===== src/rtl/alu_pkg.sv =====
// Shared constants and types for the ALU issue/writeback sequencer.
package alu_pkg;

    localparam logic [3:0] OP_SGE  = 4'd0;
    localparam logic [3:0] OP_NAND = 4'd1;
    localparam logic [3:0] OP_SLL  = 4'd2;
    localparam logic [3:0] OP_SGT  = 4'd3;
    localparam logic [3:0] OP_MIN  = 4'd4;
    localparam logic [3:0] OP_AND  = 4'd5;
    localparam logic [3:0] OP_NOR  = 4'd6;
    localparam logic [3:0] OP_SRA  = 4'd7;
    localparam logic [3:0] OP_XOR  = 4'd8;
    localparam logic [3:0] OP_ADD  = 4'd9;
    localparam logic [3:0] OP_MAX  = 4'd10;
    localparam logic [3:0] OPC_LAST = 4'd10;

    localparam int FLAG_CARRY = 3;
    localparam int FLAG_ZERO  = 2;
    localparam int FLAG_OVF   = 1;
    localparam int FLAG_SIGN  = 0;

    typedef enum logic [1:0] {
        ST_IDLE = 2'd0,
        ST_EXEC = 2'd1,
        ST_WB   = 2'd2
    } state_e;

    function automatic logic opcode_legal(input logic [3:0] op);
        return op <= OPC_LAST;
    endfunction

endpackage


===== src/rtl/alu_regfile.sv =====
// Register file: two async read ports, one debug read port, one sync write port, async clear.
module alu_regfile
    import alu_pkg::*;
#(
    parameter int WIDTH = 8,
    parameter int NREG  = 8,
    parameter int RAW   = 3
) (
    input  logic             clk,
    input  logic             rst,
    input  logic             we,
    input  logic [RAW-1:0]   waddr,
    input  logic [WIDTH-1:0] wdata,
    input  logic [RAW-1:0]   raddr1,
    output logic [WIDTH-1:0] rdata1,
    input  logic [RAW-1:0]   raddr2,
    output logic [WIDTH-1:0] rdata2,
    input  logic [RAW-1:0]   dbg_addr,
    output logic [WIDTH-1:0] dbg_data
);

    logic [WIDTH-1:0] mem_q [NREG];
    logic [WIDTH-1:0] mem_d [NREG];

    always_comb begin
        mem_d = mem_q;
        if (we) begin
            mem_d[waddr] = wdata;
        end
    end

    always_ff @(posedge clk or posedge rst) begin
        if (rst) begin
            for (int i = 0; i < NREG; i++) begin
                mem_q[i] <= '0;
            end
        end else begin
            mem_q <= mem_d;
        end
    end

    assign rdata1   = mem_q[raddr1];
    assign rdata2   = mem_q[raddr2];
    assign dbg_data = mem_q[dbg_addr];

endmodule


===== src/rtl/alu_issue_ctrl.sv =====
// Issue/writeback sequencer around an external combinational ALU: registers operands,
// captures result/flags one cycle later and writes back. SGE/SGT are resolved locally.
module alu_issue_ctrl
    import alu_pkg::*;
#(
    parameter int WIDTH = 8,
    parameter int NREG  = 8,
    parameter int RAW   = 3,
    parameter int SHW   = 5
) (
    input  logic             clk,
    input  logic             rst,
    input  logic             instr_valid,
    output logic             instr_ready,
    input  logic [3:0]       instr_opcode,
    input  logic [RAW-1:0]   instr_rd,
    input  logic [RAW-1:0]   instr_rs1,
    input  logic [RAW-1:0]   instr_rs2,
    input  logic             instr_use_imm,
    input  logic [WIDTH-1:0] instr_imm,
    input  logic [SHW-1:0]   instr_shamt,
    output logic [3:0]       alu_opcode,
    output logic [WIDTH-1:0] alu_input1,
    output logic [WIDTH-1:0] alu_input2,
    output logic [SHW-1:0]   alu_shiftValue,
    input  logic [WIDTH-1:0] alu_result,
    input  logic             alu_carryFlag,
    input  logic             alu_zeroFlag,
    input  logic             alu_overFlowFlag,
    input  logic             alu_signFlag,
    output logic             wb_valid,
    output logic [RAW-1:0]   wb_rd,
    output logic [WIDTH-1:0] wb_data,
    output logic [3:0]       flags_q,
    output logic             illegal_op,
    input  logic [RAW-1:0]   dbg_addr,
    output logic [WIDTH-1:0] dbg_data
);

    state_e           state_q, state_d;
    logic [3:0]       opcode_q, opcode_d;
    logic [WIDTH-1:0] in1_q, in1_d;
    logic [WIDTH-1:0] in2_q, in2_d;
    logic [SHW-1:0]   shamt_q, shamt_d;
    logic [RAW-1:0]   rd_q, rd_d;
    logic             wb_valid_q, wb_valid_d;
    logic [RAW-1:0]   wb_rd_q, wb_rd_d;
    logic [WIDTH-1:0] wb_data_q, wb_data_d;
    logic [3:0]       flags_d;
    logic             illegal_q, illegal_d;

    logic             accept;
    logic             rf_we;
    logic [WIDTH-1:0] rs1_data, rs2_data;
    logic [WIDTH-1:0] exec_result;
    logic [3:0]       exec_flags;

    alu_regfile #(
        .WIDTH (WIDTH),
        .NREG  (NREG),
        .RAW   (RAW)
    ) u_rf (
        .clk      (clk),
        .rst      (rst),
        .we       (rf_we),
        .waddr    (rd_q),
        .wdata    (exec_result),
        .raddr1   (instr_rs1),
        .rdata1   (rs1_data),
        .raddr2   (instr_rs2),
        .rdata2   (rs2_data),
        .dbg_addr (dbg_addr),
        .dbg_data (dbg_data)
    );

    assign instr_ready = (state_q == ST_IDLE) || (state_q == ST_WB);
    assign accept      = instr_valid && instr_ready;

    // The ALU leaves SGE/SGT undefined, so compare the registered operands here.
    always_comb begin
        exec_result = alu_result;
        exec_flags  = '0;
        exec_flags[FLAG_CARRY] = alu_carryFlag;
        exec_flags[FLAG_ZERO]  = alu_zeroFlag;
        exec_flags[FLAG_OVF]   = alu_overFlowFlag;
        exec_flags[FLAG_SIGN]  = alu_signFlag;
        if (opcode_q == OP_SGE || opcode_q == OP_SGT) begin
            exec_result = '0;
            if (opcode_q == OP_SGE) begin
                exec_result[0] = $signed(in1_q) >= $signed(in2_q);
            end else begin
                exec_result[0] = $signed(in1_q) > $signed(in2_q);
            end
            exec_flags = '0;
            exec_flags[FLAG_ZERO] = (exec_result == '0);
        end
    end

    always_comb begin
        state_d    = state_q;
        opcode_d   = opcode_q;
        in1_d      = in1_q;
        in2_d      = in2_q;
        shamt_d    = shamt_q;
        rd_d       = rd_q;
        wb_valid_d = 1'b0;
        wb_rd_d    = wb_rd_q;
        wb_data_d  = wb_data_q;
        flags_d    = flags_q;
        illegal_d  = 1'b0;
        rf_we      = 1'b0;
        case (state_q)
            ST_IDLE, ST_WB: begin
                state_d = ST_IDLE;
                if (accept) begin
                    if (opcode_legal(instr_opcode)) begin
                        opcode_d = instr_opcode;
                        in1_d    = rs1_data;
                        in2_d    = instr_use_imm ? instr_imm : rs2_data;
                        shamt_d  = instr_shamt;
                        rd_d     = instr_rd;
                        state_d  = ST_EXEC;
                    end else begin
                        illegal_d = 1'b1;
                    end
                end
            end
            ST_EXEC: begin
                rf_we      = 1'b1;
                wb_valid_d = 1'b1;
                wb_rd_d    = rd_q;
                wb_data_d  = exec_result;
                flags_d    = exec_flags;
                state_d    = ST_WB;
            end
            default: state_d = ST_IDLE;
        endcase
    end

    always_ff @(posedge clk or posedge rst) begin
        if (rst) begin
            state_q    <= ST_IDLE;
            opcode_q   <= '0;
            in1_q      <= '0;
            in2_q      <= '0;
            shamt_q    <= '0;
            rd_q       <= '0;
            wb_valid_q <= 1'b0;
            wb_rd_q    <= '0;
            wb_data_q  <= '0;
            flags_q    <= '0;
            illegal_q  <= 1'b0;
        end else begin
            state_q    <= state_d;
            opcode_q   <= opcode_d;
            in1_q      <= in1_d;
            in2_q      <= in2_d;
            shamt_q    <= shamt_d;
            rd_q       <= rd_d;
            wb_valid_q <= wb_valid_d;
            wb_rd_q    <= wb_rd_d;
            wb_data_q  <= wb_data_d;
            flags_q    <= flags_d;
            illegal_q  <= illegal_d;
        end
    end

    assign alu_opcode     = opcode_q;
    assign alu_input1     = in1_q;
    assign alu_input2     = in2_q;
    assign alu_shiftValue = shamt_q;
    assign wb_valid       = wb_valid_q;
    assign wb_rd          = wb_rd_q;
    assign wb_data        = wb_data_q;
    assign illegal_op     = illegal_q;

endmodule


===== config.mk =====
export PLATFORM = sky130hd
export DESIGN_NAME = alu_issue_ctrl
export DESIGN_NICKNAME = d
export VERILOG_FILES = /design/src/rtl/alu_pkg.sv /design/src/rtl/alu_regfile.sv /design/src/rtl/alu_issue_ctrl.sv
export SDC_FILE = /design/constraint.sdc
export NUM_CORES = 1
export LEC_CHECK = 0
export ABC_AREA = 1
export BUFFER_PORTS_ARGS = -buffer_cell sky130_fd_sc_hd__buf_2
export CAP_MARGIN = 20
export CORE_ASPECT_RATIO = 0.75
export CORE_MARGIN = 2
export CORE_UTILIZATION = 35
export CTS_BUF_LIST = sky130_fd_sc_hd__clkbuf_2
export DETAILED_ROUTE_END_ITERATION = 10
export GPL_TIMING_DRIVEN = 1
export PLACE_DENSITY = 0.57
export SLEW_MARGIN = 20
export SYNTH_ARGS = -nofsm -noshare
export SYNTH_HDL_FRONTEND = slang
export SYNTH_SLANG_ARGS = --single-unit

===== constraint.sdc =====
create_clock -name clk -period 4.71 [get_ports clk]
set_input_delay 1.413 -clock clk [delete_from_list [all_inputs] [get_ports clk]]
set_output_delay 1.413 -clock clk [all_outputs]
set_load 0.01 [all_outputs]

## After elaboration in Yosys (flattened, before gate mapping)

Cells that the tools add are included.

- Order comparisons: 8
- Eq/ne operators: 3
- Multiplexer cells: 24
- Bitwise logic cells: 5
- Reduce and logical (&&, ||, !) cells: 8

Operators by type and width:

| operator | count |
|---|---|
| 8-bit binary-select mux with 3-bit select | 3 |
| 8-bit 2-to-1 mux | 9 |
| 64-bit bitwise mux | 1 |
| 8-bit demux with 3-bit select | 1 |
| 4-bit >= comparator (second input constant) | 4 |
| 3-bit inverter with 4-bit output | 4 |
| 8-bit >= comparator | 1 |
| 8-bit greater-than comparator | 1 |
| 1-bit 2-to-1 mux | 8 |
| 4-bit by 2-bit == test with 1-bit output (second input constant) | 1 |
| 4-bit less-or-equal comparator (second input constant) | 1 |
| 4-bit zero test | 1 |
| 4-bit by 1-bit less-than comparator with 1-bit output (second input constant) | 1 |
| 4-bit 2-to-1 mux | 1 |
| 2-bit case mux with 2 select lines | 1 |
| 3-bit AND reduction | 1 |
| 2-bit by 1-bit == test with 1-bit output (second input constant) | 1 |
| 2-bit == test (second input constant) | 1 |
| 1-bit logical AND | 2 |
| 2-bit zero test | 1 |
| 1-bit logical OR | 2 |
| 2-bit OR reduction | 1 |
| 1-bit inverter | 1 |

- Bits in registers: 111
- Bits of input ports: 45
- Logic and storage cells: 67

## Depth between registers and ports, before layout

Gate-level depths: netlist of the first run.

- Word-level depth: 6
- Depth in mapped cells: 15
- Mapped depth without buffers: 15

## Cells and area by module

Synthesis of the first run repeated with hierarchy kept, for this count alone.

- Cell total of the unflattened synthesis: 1010
- Area total of the unflattened synthesis: 6611.3 um2

Modules (own cells, without submodules):

| module | times used | cells each | area each (um2) |
|---|---|---|---|
| alu_regfile | 1 | 740 | 4418.0 |
| alu_issue_ctrl | 1 | 270 | 2193.4 |

## Least setup slack after synthesis of the first run

Ideal clock, no wire load.

- Path kind: input to output
- Start point: input port dbg_addr[1]
- End point: output port dbg_data[5]
- Arrival time: 2.248 ns
- Setup slack: 1.049 ns
- Cell stages on the path: 5
- Path buffers: 2
- Cells stage by stage: buf_2 > clkbuf_1 > a21oi_1 > a221oi_1 > a31oi_1

- Cells in the longest elaborated chain, start to end: 4

Ends and longest elaborated chain:

| what | RTL line | source |
|---|---|---|
| start, declared | alu_issue_ctrl.sv:36 | `input logic [RAW-1:0] dbg_addr,` |
| 3-bit inverter with 4-bit output (implied by the code) | alu_regfile.sv:44 | `assign dbg_data = mem_q[dbg_addr];` |
| 8-bit binary-select mux with 3-bit select | alu_regfile.sv:44 |  |
| 8-bit 2-to-1 mux (implied by the code) (2 in series) | alu_regfile.sv:44 |  |
| end, declared | alu_issue_ctrl.sv:37 | `output logic [WIDTH-1:0] dbg_data` |

Every way passes these cells. The select of a mux whose other input is x is not followed.

## Worst setup path in the final report of the first run

- Start point: input port dbg_addr[1]
- End point: output port dbg_data[7]

The elaborated chain is that of the path after synthesis.

==> impl_metrics.py, run 1 <==
metrics = {
    "yosys": {
        "synth_area_per_cell_um2": 7.67,
        "async_reset_ff_frac": 1.00,
        "synthesis.nets": 866,
        "synth.area.top_cells": "dfrtp_1, nand2_1, o21ai_0",
        "synth_top_cell_area_share": 0.441,
        "synth.ff_latch_count": 110,
        "synth_area_mm2": 0.00624,
        "synth-edff-count": 0,
        "yosysWarnings": 0,
        "synthFlopType": "dfrtp_1",
        "synth_largest_area_cell": "dfrtp_1",
        "ys_types": 30,
        "synth.yosys.seq_area_share": 0.441,
        "syn_inst": 813,
    },
    "grt": {
        "antenna_found_initial": 0,
        "gr-usage-met3": 0.0419,
        "use_met1": 0.323,
        "overflow": 0,
        "grtUsageMet2": 0.301,
        "grt_pass1_wl_um": 30700,
        "grt_busiest_layer": "met1",
        "grt_pass1_vias": 5334,
        "groute.usage.overall": 0.213,
        "grt_max_degree": 65,
    },
    "setup_path": {
        "slowest_stage": "buf_2",
        "worstSetupStartpointType": "input pin",
        "critical_path_class": "in2out",
        "crit_chain": "buf_2 > inv_1 > a21oi_1 > a221oi_1 > a31oi_1 > buf_2",
        "path_max_fanout": 27,
        "worstSetupEndpointType": "output pin",
        "critPathMaxStageDelay_ns": 0.41,
        "r2r_cells": 7,
        "crit_arrival_ns": 2.68,
        "required_ns": 3.30,
        "cpMostUsedCell": "buf_2",
    },
    "route": {
        "wl_per_cell_um": 17.2,
        "via_per_inst": 5.16,
        "wirelength_um": 19300,
        "first_pass_iters": 5,
        "num_vias": 5807,
        "drt_iter0_drc": 376,
        "drcViolationCount": 0,
        "postRouteAntennaNets": 0,
    },
    "die": {
        "die_x_um": 158,
        "dieHeight_um": 120,
        "core_area_mm2": 0.0176,
        "die_area_mm2": 0.0189,
        "start_util": 0.356,
        "rows": 42,
        "ios": 96,
    },
    "flow_run": {
        "drv_cap": 0,
    },
    "cells_and_area": {
        "antennaDiodeCount": 0,
        "layout-drive-gt1-share": 0.181,
        "fillers": 1884,
        "final_nets": 931,
        "final_area_mm2": 0.00695,
        "synthToLayoutAreaGrowth_pct": 11.3,
    },
    "timing": {
        "hold_viol": 0,
        "setup_viol": 0,
        "post-route-min-period_ns": 4.09,
        "fmax_mhz": 245,
        "fin_setup_tns_ns": 0,
        "slew_violations": 0,
        "whs_ns": 0.523,
        "final.period_utilization": 0.868,
        "slew_headroom": 0.323,
        "rsz0062_at_grt": "false",
        "clock_skew_ns": 0.0617,
        "worstMarginPinSlew_ns": 1.02,
    },
    "cts": {
        "holdBufCountCts": 0,
        "cts-htree-levels": 3,
        "clk_path_buf_depth": 2,
        "cts_root_buffer": "clkbuf_2",
        "clock-sinks": 110,
        "ctsResizeCount": 0,
        "clk_latency_ns": 0.69,
        "post_cts_buffers": 0,
        "clkTransAtPathRegs_ns": 0.31,
        "cts_tree": "built",
        "cts_buffers": 9,
    },
    "place": {
        "place.gp.congestion": 0.903,
        "dpl_cell_area_mm2": 0.00681,
        "portBuffers": 95,
        "dp_hpwl_um": 13500,
    },
    "worst_hold_path": {
        "min_path_type": "reg2reg",
        "worstHoldPathCells": 2,
    },
    "status": {
        "run_status": "finished clean",
    },
    "power": {
        "powerDensity_mw_per_mm2": 477,
        "ir_drop_mv": 0.136,
        "p_leak_nw": 3.38,
    },
}
-- critical path, delay by kind of cell --
kind	cells	cell delay [ns]
buffers and inverters	3	0.79
AO/OA/AOI/OAI	3	0.47
-- layer usage --
layer	part of all wire	vias up
met2	0.42	219
met4	0.029	0
met3	0.075	44
li1	-	2848
met1	0.48	2696
met5	0	-
-- state kept, by name, summed over array words and instances (netlist names) --
register,flops
alu_input1,8
state_q,2
rd_q,3
wb_rd,3
wb_data,8
u_rf.mem_q,64
illegal_op,1
flags_q,4
alu_opcode,4
alu_shiftValue,5
alu_input2,8
-- final cells by class --
class | instances | area, um2 | area share
multi-input combinational | 565 | 2880 | 0.415
sequential | 110 | 2750 | 0.396
timing repair buffer | 101 | 520 | 0.0749
inverter | 91 | 352 | 0.0506
tap | 242 | 303 | 0.0436
clock inverter | 7 | 88.8 | 0.0128
clock buffer | 9 | 45.0 | 0.00649
-- metrics by stage --
step / setup slack, ns / power [mW] / utilization / cells
after floorplan: 0.395 / 2.40 / - / 813
after global placement: 0.656 / 2.84 / 0.388 / 1109
after detailed placement: 0.665 / 2.85 / 0.388 / 1109
after CTS: 0.660 / 3.33 / 0.396 / 1125
after global routing: 0.472 / 3.60 / 0.396 / 1125
final: 0.622 / 3.31 / 0.396 / 1125
-- cells in the final DEF, fill, tap and decap left out, drive strengths merged --
cell type  instances
dfrtp            110
nor2              32
o22ai              7
clkbuf             9
a221oi             5
o21ai            156
a31oi              8
nand2            218
a21oi             73
a22oi              1
a21o               1
o221ai             5
nand3             26
ha                 8
buf              101
o211ai            23
nand4              1
clkinv             5
or2                1
inv               93
-- worst paths after layout --
check | endpoint | startpoint | slack (ns)
max | dbg_data[7] | dbg_addr[1] | 0.62
min | alu_shiftValue[1]$_DFFE_PP0P_ | alu_shiftValue[1]$_DFFE_PP0P_ | 0.52
max reg2reg | u_rf.mem_q[27]$_DFFE_PP0P_ | state_q[1]$_DFF_PP0_ | 2.58
min reg2reg | alu_shiftValue[1]$_DFFE_PP0P_ | alu_shiftValue[1]$_DFFE_PP0P_ | 0.52
max in group asynchronous | u_rf.mem_q[10]$_DFFE_PP0P_ | rst | 3.01
min in group asynchronous | alu_opcode[3]$_DFFE_PP0P_ | rst | 0.77
-- kinds of logic (layout without fill, tap and decap cells) --
| family | after synthesis | after routing | synth area share |
|---|---|---|---|
| flops | 110 | 110 | 0.441 |
| buf+inv | 138 | 208 | 0.0966 |
| compound gates | 279 | 279 | 0.252 |
| simple gates | 278 | 278 | 0.194 |
| fa+ha+maj | 8 | 8 | 0.0160 |
-- Yosys cell counts, drive strengths merged, types with 8 or more instances --
library cell / n
o211ai: 23
nor2: 32
nand2: 218
ha: 8
clkbuf: 17
inv: 91
a21oi: 73
nand3: 26
a31oi: 8
dfrtp: 110
buf: 30
o21ai: 156
-- power breakdown --
part / internal, mW / leakage (nW) / switching [mW]
sequential: 1.30 / 1.33 / 0.275
clock: 0.0955 / 0.0784 / 0.382
combinational: 0.458 / 1.97 / 0.796
Power figures use the tool's default switching activity.
==> run 2: changes to the inputs <==
--- a/config.mk
+++ b/config.mk
@@ -14,8 +14,9 @@
 export CTS_BUF_LIST = sky130_fd_sc_hd__clkbuf_2
 export DETAILED_ROUTE_END_ITERATION = 10
 export GPL_TIMING_DRIVEN = 1
-export PLACE_DENSITY = 0.57
+export PLACE_DENSITY = 0.56
 export SLEW_MARGIN = 20
 export SYNTH_ARGS = -nofsm -noshare
 export SYNTH_HDL_FRONTEND = slang
+export SYNTH_HIERARCHICAL = 1
 export SYNTH_SLANG_ARGS = --single-unit
==> impl_metrics.py, run 2 <==
metrics = {
    "cts": {
        "clkTransAtPathRegs_ns": 0.31,
        "cts_root_buffer": "clkbuf_2",
        "clock-sinks": 110,
        "post_cts_buffers": 0,
        "ctsResizeCount": 0,
        "cts_tree": "built",
        "clk_latency_ns": 0.68,
        "cts-htree-levels": 3,
        "clk_path_buf_depth": 2,
        "holdBufCountCts": 0,
        "cts_buffers": 9,
    },
    "die": {
        "core_area_mm2": 0.0185,
        "die_area_mm2": 0.0200,
        "start_util": 0.357,
        "dieHeight_um": 123,
        "die_x_um": 163,
        "rows": 43,
        "ios": 96,
    },
    "worst_hold_path": {
        "min_path_type": "reg2reg",
        "worstHoldPathCells": 2,
    },
    "setup_path": {
        "crit_arrival_ns": 2.64,
        "worstSetupEndpointType": "output pin",
        "critical_path_class": "in2out",
        "cp_top_family": "buffers and inverters",
        "crit_chain": "buf_2 > inv_1 > nand3_1 > nand2_1 > nand2_1 > nand2_1 > buf_2",
        "worstSetupStartpointType": "input pin",
        "required_ns": 3.30,
        "r2r_cells": 9,
        "crit_cells": 7,
        "slowest_stage": "inv_1",
        "critical_path_buf_inv_count": 3,
        "cpMostUsedCell": "nand2_1",
        "path_max_fanout": 17,
        "critPathMaxStageDelay_ns": 0.36,
    },
    "power": {
        "p_leak_nw": 4.27,
        "powerDensity_mw_per_mm2": 488,
        "ir_drop_mv": 0.204,
    },
    "route": {
        "via_per_inst": 4.80,
        "drcViolationCount": 0,
        "wirelength_um": 20300,
        "drt_iter0_drc": 658,
        "num_vias": 6364,
        "first_pass_iters": 6,
        "wl_per_cell_um": 15.3,
        "postRouteAntennaNets": 0,
    },
    "place": {
        "portBuffers": 95,
        "dpl_cell_area_mm2": 0.00717,
        "dp_hpwl_um": 14600,
        "place.gp.congestion": 0.909,
    },
    "timing": {
        "worstMarginPinSlew_ns": 0.999,
        "slew_headroom": 0.333,
        "fin_setup_tns_ns": 0,
        "slew_violations": 0,
        "fmax_mhz": 247,
        "rsz0062_at_grt": "false",
        "post-route-min-period_ns": 4.05,
        "setup_viol": 0,
        "clock_skew_ns": 0.0383,
        "final.period_utilization": 0.860,
        "hold_viol": 0,
    },
    "status": {
        "run_status": "finished clean",
    },
    "yosys": {
        "syn_inst": 1010,
        "synth-edff-count": 0,
        "synth_top_cell_area_share": 0.416,
        "yosysWarnings": 6,
        "synth.ff_latch_count": 110,
        "synthTopCellsByCount": "nand2_1, inv_1, dfrtp_1",
        "async_reset_ff_frac": 1.00,
        "synth_area_per_cell_um2": 6.55,
        "synth_top_family_by_area": "simple AND/OR/NAND/NOR gates",
        "synth_area_mm2": 0.00661,
        "synth.yosys.seq_area_share": 0.416,
        "synth.area.top_cells": "dfrtp_1, nand2_1, nand3_1",
        "synth.most_common_cell": "nand2_1",
        "synthFlopType": "dfrtp_1",
        "synthesis.nets": 1063,
        "synth.area.mux_share": 0,
        "synth_compound_area_frac": 0.0713,
        "synthSimpleGateAreaFrac": 0.387,
        "synthAdderAreaFrac": 0.0151,
        "synth_xor_area_frac": 0,
        "synth_largest_area_cell": "dfrtp_1",
        "ys_types": 24,
    },
    "cells_and_area": {
        "synthToLayoutAreaGrowth_pct": 10.7,
        "regMostFlops": "u_rf/mem_q",
        "antennaDiodeCount": 0,
        "largest_reg_flops": 64,
        "fillers": 2078,
        "seqCellArea_mm2": 0.00275,
        "final_cell_mix": "nand2_1, inv_1, dfrtp_1, nand3_1, buf_2",
        "final_nets": 1126,
        "layout-drive-gt1-share": 0.125,
        "final_area_mm2": 0.00732,
        "final_common_cell": "nand2_1",
        "multi_input_area_mm2": 0.00313,
    },
    "grt": {
        "groute.usage.overall": 0.205,
        "grt_pass1_wl_um": 31500,
        "grt_max_degree": 36,
        "overflow": 0,
        "antenna_found_initial": 0,
        "grt_pass1_vias": 5537,
    },
    "flow_run": {
        "drv_cap": 0,
    },
}
==> run 2: changes by cell type after synthesis, moves of 8 or more <==
cell	before	now
o21ai_2	16	0
nand3_1	26	103
inv_1	83	120
o211ai_1	23	7
nand2_1	212	503
a21oi_1	73	4
buf_2	17	28
nor2_1	21	13
o21ai_0	133	75
a31oi_1	8	0
==> run 2: power breakdown <==
part | leakage [nW] | internal [mW] | switching [mW] | total [mW]
clock | 0.0778 | 0.137 | 0.365 | 0.502
sequential | 1.33 | 1.30 | 0.199 | 1.50
combinational | 2.87 | 0.517 | 1.05 | 1.57
total | 4.27 | 1.95 | 1.62 | 3.57
==> run 2: cell type report <==
class / count / area share
Clock buffer: 9 / 0.00616
Clock inverter: 7 / 0.0125
Inverter: 122 / 0.0629
Multi-Input combinational cell: 729 / 0.428
Sequential cell: 110 / 0.376
Tap cell: 247 / 0.0422
Timing Repair Buffer: 101 / 0.0722
==> run 2: per-stage QoR <==
stage | hold slack [ns] | total power [mW] | setup slack (ns) | instances | util
global route | 0.545 | 3.91 | 0.540 | 1325 | 0.395
detailed placement | 0.462 | 3.08 | 0.658 | 1308 | 0.387
CTS | 0.523 | 3.59 | 0.661 | 1324 | 0.395
global placement | 0.460 | 3.06 | 0.699 | 1308 | 0.387
finish | 0.515 | 3.57 | 0.659 | 1325 | 0.395
floorplan | 0.453 | 2.57 | 1.13 | 1010 | -
==> run 2: worst register-to-register path, stage by stage (launching register included) <==
cell,delay [ns]
dfrtp_1,0.50
ha_1,0.36
a21o_1,0.18
nor2_2,0.11
nand2_1,0.06
nand2_1,0.05
nand3_1,0.13
a21oi_1,0.23
inv_1,0.18
o21ai_0,0.22
==> run 2: path summary, 6_finish.rpt <==
| path | slack (ns) | end | from |
|---|---|---|---|
| max | 0.66 | dbg_data[0] | dbg_addr[1] |
| min | 0.52 | wb_rd[0]$_DFFE_PP0P_ | wb_rd[0]$_DFFE_PP0P_ |
| max reg2reg | 2.59 | u_rf/mem_q[32]$_DFFE_PP0P_ | alu_input1[7]$_DFFE_PP0P_ |
| min reg2reg | 0.52 | wb_rd[0]$_DFFE_PP0P_ | wb_rd[0]$_DFFE_PP0P_ |
| max in group asynchronous | 2.99 | u_rf/mem_q[49]$_DFFE_PP0P_ | rst |
| min in group asynchronous | 0.65 | wb_data[4]$_DFFE_PP0P_ | rst |
==> run 2: logic make-up (layout without fill, tap and decap cells) <==
family,count (synthesis),count (layout)
simple gates,633,633
buf+inv,171,239
fa+ha+maj,8,8
compound gates,88,88
flops,110,110
==> run 2: layer usage <==
layer	up-vias	share of wire	GRT usage
met1	2935	0.50	0.314
met4	0	0.010	0.0404
met3	16	0.068	0.0439
met5	-	0	0
met2	194	0.42	0.294
li1	3219	-	-
